<file path="src/rtl/pe_requant_pkg.sv">
// Shared constants and saturation helpers for the PE requantisation stage.
package pe_requant_pkg;

    localparam int ACC_W    = 32;
    localparam int SCALE_W  = 16;
    localparam int PROD_W   = ACC_W + SCALE_W;
    localparam int INT8_MAX = 127;
    localparam int INT8_MIN = -128;

    localparam logic signed [PROD_W-1:0] PROD_I8_MAX = PROD_W'(INT8_MAX);
    localparam logic signed [PROD_W-1:0] PROD_I8_MIN = PROD_W'(INT8_MIN);

    // Clamp a 33-bit signed sum back into the signed 32-bit range.
    function automatic logic [ACC_W-1:0] sat_acc(input logic [ACC_W:0] v);
        if (v[ACC_W] != v[ACC_W-1])
            return v[ACC_W] ? {1'b1, {(ACC_W-1){1'b0}}} : {1'b0, {(ACC_W-1){1'b1}}};
        return v[ACC_W-1:0];
    endfunction

    // Clamp a signed product-width value to int8.
    function automatic logic [7:0] sat_int8(input logic signed [PROD_W-1:0] v);
        if (v > PROD_I8_MAX)
            return 8'h7F;
        if (v < PROD_I8_MIN)
            return 8'h80;
        return v[7:0];
    endfunction

endpackage

</file>
<file path="src/rtl/pe_requant_sync_fifo.sv">
// Small synchronous FIFO with a registered head; write is dropped when full
// unless a pop frees a slot in the same cycle.
module sync_fifo #(
    parameter int W     = 32,
    parameter int DEPTH = 4
) (
    input  logic                       clk,
    input  logic                       rst,
    input  logic                       push,
    input  logic [W-1:0]               wdata,
    input  logic                       pop,
    output logic [W-1:0]               rdata,
    output logic                       full,
    output logic                       empty,
    output logic [$clog2(DEPTH):0]     count
);
    localparam int AW = $clog2(DEPTH);
    localparam logic [AW:0] DEPTH_C = (AW+1)'(DEPTH);

    logic [W-1:0]  mem_q [DEPTH];
    logic [W-1:0]  mem_d [DEPTH];
    logic [AW-1:0] wr_ptr_q, wr_ptr_d;
    logic [AW-1:0] rd_ptr_q, rd_ptr_d;
    logic [AW:0]   count_q, count_d;
    logic          pop_ok, push_ok;

    // Next-state: pops on empty are ignored; a push on full succeeds only alongside a pop.
    always_comb begin
        pop_ok   = pop && (count_q != '0);
        push_ok  = push && ((count_q != DEPTH_C) || pop_ok);
        mem_d    = mem_q;
        wr_ptr_d = wr_ptr_q;
        rd_ptr_d = rd_ptr_q;
        if (push_ok) begin
            mem_d[wr_ptr_q] = wdata;
            wr_ptr_d        = wr_ptr_q + 1'b1;
        end
        if (pop_ok)
            rd_ptr_d = rd_ptr_q + 1'b1;
        count_d = count_q + (AW+1)'(push_ok) - (AW+1)'(pop_ok);
    end

    // Storage, pointers and occupancy.
    always_ff @(posedge clk) begin
        if (rst) begin
            for (int i = 0; i < DEPTH; i++)
                mem_q[i] <= '0;
            wr_ptr_q <= '0;
            rd_ptr_q <= '0;
            count_q  <= '0;
        end else begin
            mem_q    <= mem_d;
            wr_ptr_q <= wr_ptr_d;
            rd_ptr_q <= rd_ptr_d;
            count_q  <= count_d;
        end
    end

    assign rdata = mem_q[rd_ptr_q];
    assign full  = (count_q == DEPTH_C);
    assign empty = (count_q == '0);
    assign count = count_q;

endmodule

</file>
<file path="src/rtl/pe_requant.sv">
// Requantisation stage: bias add, fixed-point scale with rounding shift,
// optional ReLU, int8 saturation, 4:1 byte packing and an output FIFO.
module pe_requant #(
    parameter int ACC_W      = 32,
    parameter int SCALE_W    = 16,
    parameter int FIFO_DEPTH = 4
) (
    input  logic               clk,
    input  logic               rst,
    input  logic [ACC_W-1:0]   acc_in,
    input  logic               acc_valid,
    input  logic [ACC_W-1:0]   bias,
    input  logic [SCALE_W-1:0] scale,
    input  logic [4:0]         shift,
    input  logic               relu_en,
    input  logic               flush,
    output logic [31:0]        out_data,
    output logic               out_valid,
    input  logic               out_ready,
    output logic               overflow,
    output logic               busy
);
    import pe_requant_pkg::*;

    localparam int PW = ACC_W + SCALE_W;

    // Stage valids: [1]=sum, [2]=product, [3]=int8 byte.
    logic [3:1]              vld_q, vld_d;
    logic signed [ACC_W-1:0] sum_q, sum_d;
    logic signed [PW-1:0]    prod_q, prod_d;
    logic [7:0]              byte_q, byte_d;
    logic [1:0]              lane_q, lane_d;
    logic [23:0]             hold_q, hold_d;
    logic                    ovf_q, ovf_d;

    logic [ACC_W:0]          wide_sum;
    logic signed [PW-1:0]    rnd_add, rnd_sum, rnd, r;
    logic [31:0]             word;
    logic                    push, pop;
    logic                    fifo_full, fifo_empty;
    logic [$clog2(FIFO_DEPTH):0] fifo_count;

    // Datapath: saturated bias add, scale multiply, round/shift/ReLU/saturate.
    always_comb begin
        vld_d    = {vld_q[2:1], acc_valid};

        wide_sum = {acc_in[ACC_W-1], acc_in} + {bias[ACC_W-1], bias};
        sum_d    = acc_valid ? sat_acc(wide_sum) : sum_q;

        prod_d   = vld_q[1]
                 ? $signed({{SCALE_W{sum_q[ACC_W-1]}}, sum_q}) * $signed({{ACC_W{1'b0}}, scale})
                 : prod_q;

        // |prod| < 2^47, so the rounding constant cannot overflow PW bits.
        rnd_add  = '0;
        rnd      = prod_q;
        if (shift != 5'd0) begin
            rnd_add = PW'(1) << (shift - 5'd1);
            rnd_sum = prod_q + rnd_add;
            rnd     = rnd_sum >>> shift;
        end else begin
            rnd_sum = prod_q;
        end
        r = (relu_en && rnd < 0) ? '0 : rnd;
        byte_d = vld_q[2] ? sat_int8(r) : byte_q;
    end

    // Packer: place the S3 byte, then push on a full word or on flush.
    always_comb begin
        word = {8'h00, hold_q};
        if (vld_q[3])
            word[{lane_q, 3'b000} +: 8] = byte_q;
        push   = (vld_q[3] && lane_q == 2'd3) || (flush && (vld_q[3] || lane_q != 2'd0));
        lane_d = lane_q;
        hold_d = hold_q;
        if (push) begin
            lane_d = 2'd0;
            hold_d = '0;
        end else if (vld_q[3]) begin
            lane_d = lane_q + 2'd1;
            hold_d = word[23:0];
        end
        pop   = out_ready && !fifo_empty;
        ovf_d = ovf_q || (push && fifo_full && !pop);
    end

    // Pipeline, packer and sticky overflow registers.
    always_ff @(posedge clk) begin
        if (rst) begin
            vld_q  <= '0;
            sum_q  <= '0;
            prod_q <= '0;
            byte_q <= '0;
            lane_q <= '0;
            hold_q <= '0;
            ovf_q  <= 1'b0;
        end else begin
            vld_q  <= vld_d;
            sum_q  <= sum_d;
            prod_q <= prod_d;
            byte_q <= byte_d;
            lane_q <= lane_d;
            hold_q <= hold_d;
            ovf_q  <= ovf_d;
        end
    end

    sync_fifo #(
        .W     (32),
        .DEPTH (FIFO_DEPTH)
    ) u_fifo (
        .clk   (clk),
        .rst   (rst),
        .push  (push),
        .wdata (word),
        .pop   (pop),
        .rdata (out_data),
        .full  (fifo_full),
        .empty (fifo_empty),
        .count (fifo_count)
    );

    assign out_valid = !fifo_empty;
    assign overflow  = ovf_q;
    assign busy      = (vld_q != '0) || (lane_q != 2'd0) || (fifo_count != '0);

endmodule
</file>
<file path="config.mk">
export PLATFORM = sky130hd
export DESIGN_NAME = pe_requant
export DESIGN_NICKNAME = d
export VERILOG_FILES = /design/src/rtl/pe_requant_pkg.sv /design/src/rtl/pe_requant_sync_fifo.sv /design/src/rtl/pe_requant.sv
export SDC_FILE = /design/constraint.sdc
export NUM_CORES = 2
export LEC_CHECK = 0
export CORE_MARGIN = 2
export CORE_UTILIZATION = 65
export DETAILED_ROUTE_END_ITERATION = 7
export PLACE_DENSITY = 0.84
export SYNTH_ARGS = -nofsm -noshare
export SYNTH_HDL_FRONTEND = slang
export SYNTH_SLANG_ARGS = --single-unit
</file>
<file path="constraint.sdc">
create_clock -name clk -period 10.7 [get_ports clk]
set_input_delay 2.14 -clock clk [delete_from_list [all_inputs] [get_ports clk]]
set_output_delay 2.14 -clock clk [all_outputs]
set_load 0.02 [all_outputs]
</file>
; After elaboration in Yosys (flattened, before gate mapping)
; Cells that the tools add are included.
[classes]
addsub = 9
n_mux = 21
n_shift = 4
n_eq_ne = 4
order_cmp = 6
bitwise = 2
reduce_logical = 23
mul = 1
[ops]
columns = cell, n
row1 = two-way mux 32 bit, 7
row2 = bitwise mux 128 bit, 1
row3 = two-way mux 48 bit, 2
row4 = binary-select mux 32 bit (select 2 bit), 1
row5 = demux 32 bit (select 2 bit), 1
row6 = adder 48 bit, 1
row7 = "> comparator 48 x 8 -> 1 bit, second input constant", 1
row8 = "less-than comparator 48 x 1 -> 1 bit, second input constant", 1
row9 = "less-than comparator 48 x 8 -> 1 bit, second input constant", 1
row10 = multiplier 32 x 17 -> 48 bit, 1
row11 = "<< shifter 1 x 5 -> 48 bit, first input constant", 1
row12 = >>> shifter 48 x 5 -> 48 bit, 1
row13 = adder 32 x 32 -> 33 bit, 1
row14 = bitwise mux 32 bit, 1
row15 = two-way mux 8 bit, 4
row16 = "variable shift 8 x 7 -> 32 bit, first input constant", 1
row17 = indexed part select 8 x 7 -> 32 bit, 1
row18 = logical AND 1 bit, 9
row19 = negation 5 -> 7 bit, 1
row20 = "adder 2 x 1 -> 2 bit, second input constant", 3
row21 = ">= comparator 3 bit, second input constant", 2
row22 = logical OR 1 bit, 6
row23 = NOT 2 -> 3 bit, 2
row24 = nonzero test 3 bit, 2
row25 = 14 further kinds, 18
[totals]
word_cells = 84
out_inout_bits = 35
reg_bits = 253

; Depth between registers and ports, before layout
[logic_depth]
ltp_word = 13
mapped_depth = 30
depth_no_buf = 29

; Hierarchy
; From an unflattened synthesis, not the netlist that was laid out.
[unflattened]
cells_unflattened = 4454
hier_area_um2 = 37808.8
[by_module_without_submodules]
columns = module, instances, area_per_inst_um2, cells_per_inst
row1 = pe_requant, 1, 31557.8, 3921
row2 = sync_fifo, 1, 6251.0, 533

; Least setup slack after synthesis
; OpenSTA, ideal clock, no wires.
[synth_path]
kind = input port to flip-flop
startpoint = input scale[2]
endpoint = register prod_q[46]
cell_stages = 29
path_buffers = 1
t_arrival_ps = 9105
path_slack_ps = 1510
setup_time_ps = 86
path_cell_list = clkbuf_1 -> nand2_1 -> fa_1 -> inv_1 -> fa_1 -> inv_1 -> fa_1 -> inv_1 -> fa_1 -> inv_1 -> fa_1 -> inv_1 -> fa_1 -> ha_1 -> a21oi_1 -> o21ai_0 -> or4b_1 -> a41oi_1 -> o211ai_1 -> nand3_1 -> a31oi_1 -> a41oi_1 -> a21oi_1 -> or4_1 -> a31o_2 -> a21o_1 -> o31ai_1 -> xor2_1 -> a211oi_1
[synth_between]
elab_chain_cells = 1
[synth_rtl]
columns = element, line_no
row1 = "start, declared", pe_requant.sv:13  ; input logic [SCALE_W-1:0] scale,
row2 = multiplier 32 x 17 -> 48 bit, pe_requant.sv:51  ; ? $signed({{SCALE_W{sum_q[ACC_W-1]}}, sum_q}) * $signed({{ACC_W{1'b0}}, scale})
row3 = "end signal, assigned", pe_requant.sv:100  ; prod_q <= prod_d;
row4 = "end, declared", pe_requant.sv:30  ; logic signed [PW-1:0] prod_q, prod_d;
; Every way passes these cells.
; A chain may end at the register's enable or synchronous reset.

; Final worst setup path
[layout_path]
startpoint = input scale[5]
endpoint = register prod_q[46]
; Same word-level chain as after synthesis.

==> metrics.txt <==
mean area per synthesized cell 8.25 um^2; distinct cell type count of the synthesized netlist 107; total of fill cells in the finished design 4,360; TritonCTS Buffers 29; leakage component of the power 16.8 nW; Post-Synthesis Cells 4,484; Longest Clk Path Bufs 3; flop-to-flop setup slack 2.17 ns; top cell type by total area after synthesis sky130_fd_sc_hd__fa_1; top-area cell type share of the netlist area 0.264; status finished, final reports clean; DRC 0; Vias/cell 6.50; launch point of the worst hold path u_fifo.mem_q[30]$_SDFFE_PP0P_; Setup Skew 0.0212 ns; WL per Instance 22.3 um; vertical extent of the die 242 um; total congestion overflow after global routing 0; Nets 5,250; Total Neg Setup Slack 0 ns; library cell used as clock root buffer sky130_fd_sc_hd__clkbuf_16; fraction of registers with async set or reset after synthesis 0; vias after detailed routing 34,200; count of port buffers added during placement 125; worst hold-check path type reg -> reg; actual slew at the worst max-slew pin 1.32 ns; violation count after the first detailed-route iteration 3,665; storage element area 5070 um^2; Max transition margin 0.110; total die area 58,800 um^2; TritonCTS clock tree built; Tot GR Track Use 0.397; largest net degree at the start of global routing 93; number of rows in the core area 87; worst IR drop on VDD 0.208 mV; crit path DAT 10.52 ns; # clock sinks 253; count of pins on the block boundary 126; primary flip-flop cell chosen by synthesis mapping sky130_fd_sc_hd__dfxtp_1; worst setup slack after layout 0.695 ns; critical path fanouts, max 25; starting density of the core 0.657; multi-input combinational cell area 28,800 um^2; DRT antenna net count 0; Hold-fix buffers, CTS 0; Post-CTS Repair Setup Buffers 0; r2r worst-path depth 28; final worst path period need 10.01 ns; cell area after layout 39,900 um^2; hpwl dp 91,300 um; worst hold stages 2; setup repair after global routing missed its margin no; number of maximum-capacitance constraint violations 0; startpoint-to-endpoint class of the critical path in -> reg; clock transition at the registers of the reported paths 0.06 ns; dpl ws 0.150 ns; layout cells sized above 1 0.0599; die span in x 242 um; capture point of the worst reg-to-reg path prod_q[46]$_SDFFE_PP0P_; final weighted congestion in routability-driven placement 1.09; Post-CTS Resized 0; Area contributors post-synth sky130_fd_sc_hd__fa_1 26%, sky130_fd_sc_hd__dfxtp_1 14%, sky130_fd_sc_hd__ha_1 6.4%; post-synth design cell area 37,000 um^2; data required time at the worst endpoint 11.21 ns; number of synthesized flops with an enable pin 0; CP Capture Type register; Area growth, synth to finish 7.94%; final setup violating endpoints 0; synth warn 0; H-Tree Level Count 1; core area 56,300 um^2; fraction of the cycle the final worst path needs 0.935; first-pass GRT wire length 186,000 um; post-detailed-placement cell area 38,900 um^2; clock latency on the worst-skew pair 0.60 ns; number of max-slew violations in the final report 0; antenna violations before repair 1; Mapped Nets 5,251; type of element launching the critical path input pin; Hold Fails Final Rpt 0; sequential cell area fraction in the yosys report 0.137; Pwr per Cell Area 225 nW/um^2; synthesis-stage register bit count 253; overall routed net length 117,000 um; number of global-route vias before repair 34,200; peak clock frequency supported by timing 0.0999 GHz; destination of the worst hold path u_fifo.mem_q[30]$_SDFFE_PP0P_; Critical R2R Launch sum_q[11]$_SDFFE_PP0P_; total iterations of the first detailed-routing run 6
## registers in the layout, summed over array words and instances (netlist names)
name             cells
sum_q               32
byte_q               8
overflow             1
u_fifo.rd_ptr_q      2
u_fifo.mem_q       128
prod_q              48
lane_q               2
vld_q                3
u_fifo.wr_ptr_q      2
u_fifo.count         3
hold_q              24
## kinds of logic (layout without fill, tap and decap cells)
kind of cell	Yosys count	count (layout)	synth area share
muxes	132	132	0.0504
buffers and inverters	807	828	0.0833
AOI/OAI and AO/OA	926	926	0.175
DFF	253	253	0.137
adders and majority gates	679	679	0.328
and+or+nand+nor	1584	1584	0.201
other	0	1	0
xor gates and xnor gates	103	103	0.0244
## worst max-delay path: stages
cell and delay [ns]:
sky130_fd_sc_hd__clkdlybuf4s50_1 0.69, sky130_fd_sc_hd__buf_4 0.37, sky130_fd_sc_hd__nand2_1 0.14, sky130_fd_sc_hd__fa_1 0.58, sky130_fd_sc_hd__inv_1 0.05, sky130_fd_sc_hd__fa_1 0.49, sky130_fd_sc_hd__inv_1 0.07, sky130_fd_sc_hd__fa_1 0.50
sky130_fd_sc_hd__fa_1 0.52, sky130_fd_sc_hd__fa_1 0.51, sky130_fd_sc_hd__inv_1 0.05, sky130_fd_sc_hd__fa_1 0.47, sky130_fd_sc_hd__ha_1 0.35, sky130_fd_sc_hd__a21oi_1 0.24, sky130_fd_sc_hd__or4b_1 0.45, sky130_fd_sc_hd__a41oi_1 0.34
sky130_fd_sc_hd__o211ai_1 0.26, sky130_fd_sc_hd__nand3_1 0.15, sky130_fd_sc_hd__a31oi_1 0.16, sky130_fd_sc_hd__a41oi_1 0.37, sky130_fd_sc_hd__a21oi_1 0.14, sky130_fd_sc_hd__or4_1 0.44, sky130_fd_sc_hd__a31o_2 0.25, sky130_fd_sc_hd__a21o_1 0.19
sky130_fd_sc_hd__o31ai_1 0.26, sky130_fd_sc_hd__xor2_1 0.12, sky130_fd_sc_hd__a211oi_1 0.24
## power by group
group,switching [mW],internal [mW]
clock,0.427,0.621
combinational,3.79,2.87
sequential,0.244,1.02
## worst max path at each step
stage | startpoint | to | slack, ns | cells past startpoint
floorplan | scale[2] | prod_q[46]$_SDFFE_PP0P_ | 1.51 | 29
detailed placement | scale[5] | prod_q[46]$_SDFFE_PP0P_ | 0.15 | 27
CTS | scale[5] | prod_q[46]$_SDFFE_PP0P_ | 0.77 | 27
finish | scale[5] | prod_q[46]$_SDFFE_PP0P_ | 0.69 | 27
global route | scale[2] | prod_q[46]$_SDFFE_PP0P_ | 0.32 | 28
global placement | scale[6] | prod_q[46]$_SDFFE_PP0P_ | 0.39 | 29
## routing by layer
layer	global-route usage	vias to the layer above	share of wire
met5	0	-	0
met4	0.204	0	0.060
met3	0.0811	508	0.12
met2	0.632	2147	0.45
met1	0.515	16400	0.37
li1	-	15100	-
## synthesized netlist by cell type (all sizes together), types with 21 or more instances
master / number
clkbuf: 204
xnor2: 64
and2: 225
fa: 487
nor4: 31
inv: 553
mux2i: 80
a21oi: 198
a22oi: 37
o21a: 28
nand2: 543
dfxtp: 253
a31oi: 36
o21ai: 142
mux4: 42
nand4: 35
or3: 21
a211oi: 141
a21o: 53
o211ai: 40
o22ai: 26
buf: 50
nand3: 60
nor3: 64
nor2: 454
and3: 24
nand2b: 37
ha: 189
xor2: 39
## layout make-up
| class | count | share of cell area |
|---|---|---|
| sequential | 253 | 0.127 |
| tap | 756 | 0.0237 |
| clock buffer | 38 | 0.0198 |
| clock inverter | 15 | 0.00539 |
| timing repair buffer | 222 | 0.0496 |
| inverter | 553 | 0.0520 |
| antenna | 1 | 0.0000627 |
| multi-input combinational | 3424 | 0.722 |
## placed cells by master, fill, tap and decap left out, types with 21 or more instances in the layout
cell and n:
sky130_fd_sc_hd__a211oi_1 137, sky130_fd_sc_hd__a21o_1 53, sky130_fd_sc_hd__a21oi_1 192, sky130_fd_sc_hd__a22oi_1 37, sky130_fd_sc_hd__a31oi_1 36, sky130_fd_sc_hd__and2_1 225, sky130_fd_sc_hd__and3_1 24, sky130_fd_sc_hd__buf_4 96
sky130_fd_sc_hd__clkbuf_16 29, sky130_fd_sc_hd__clkdlybuf4s50_1 121, sky130_fd_sc_hd__dfxtp_1 251, sky130_fd_sc_hd__fa_1 487, sky130_fd_sc_hd__ha_1 189, sky130_fd_sc_hd__inv_1 551, sky130_fd_sc_hd__mux2i_1 80, sky130_fd_sc_hd__mux4_2 42
sky130_fd_sc_hd__nand2_1 543, sky130_fd_sc_hd__nand2b_1 37, sky130_fd_sc_hd__nand3_1 58, sky130_fd_sc_hd__nand4_1 35, sky130_fd_sc_hd__nor2_1 452, sky130_fd_sc_hd__nor3_1 61, sky130_fd_sc_hd__nor4_1 30, sky130_fd_sc_hd__o211ai_1 38
sky130_fd_sc_hd__o21a_1 28, sky130_fd_sc_hd__o21ai_0 122, sky130_fd_sc_hd__o22ai_1 26, sky130_fd_sc_hd__or3_1 21, sky130_fd_sc_hd__xnor2_1 64, sky130_fd_sc_hd__xor2_1 39
## per-stage QoR
stage	util	instances	hold WS (ns)	power (mW)
6_report	0.709	5262	0.484	8.97
4_1_cts	0.709	5261	0.484	8.89
3_5_place_dp	0.691	5208	0.470	7.81
3_3_place_gp	0.691	5208	0.456	7.53
2_1_floorplan	-	4484	0.449	6.18
5_1_grt	0.709	5262	0.504	9.79
Power figures use the tool's default switching activity.
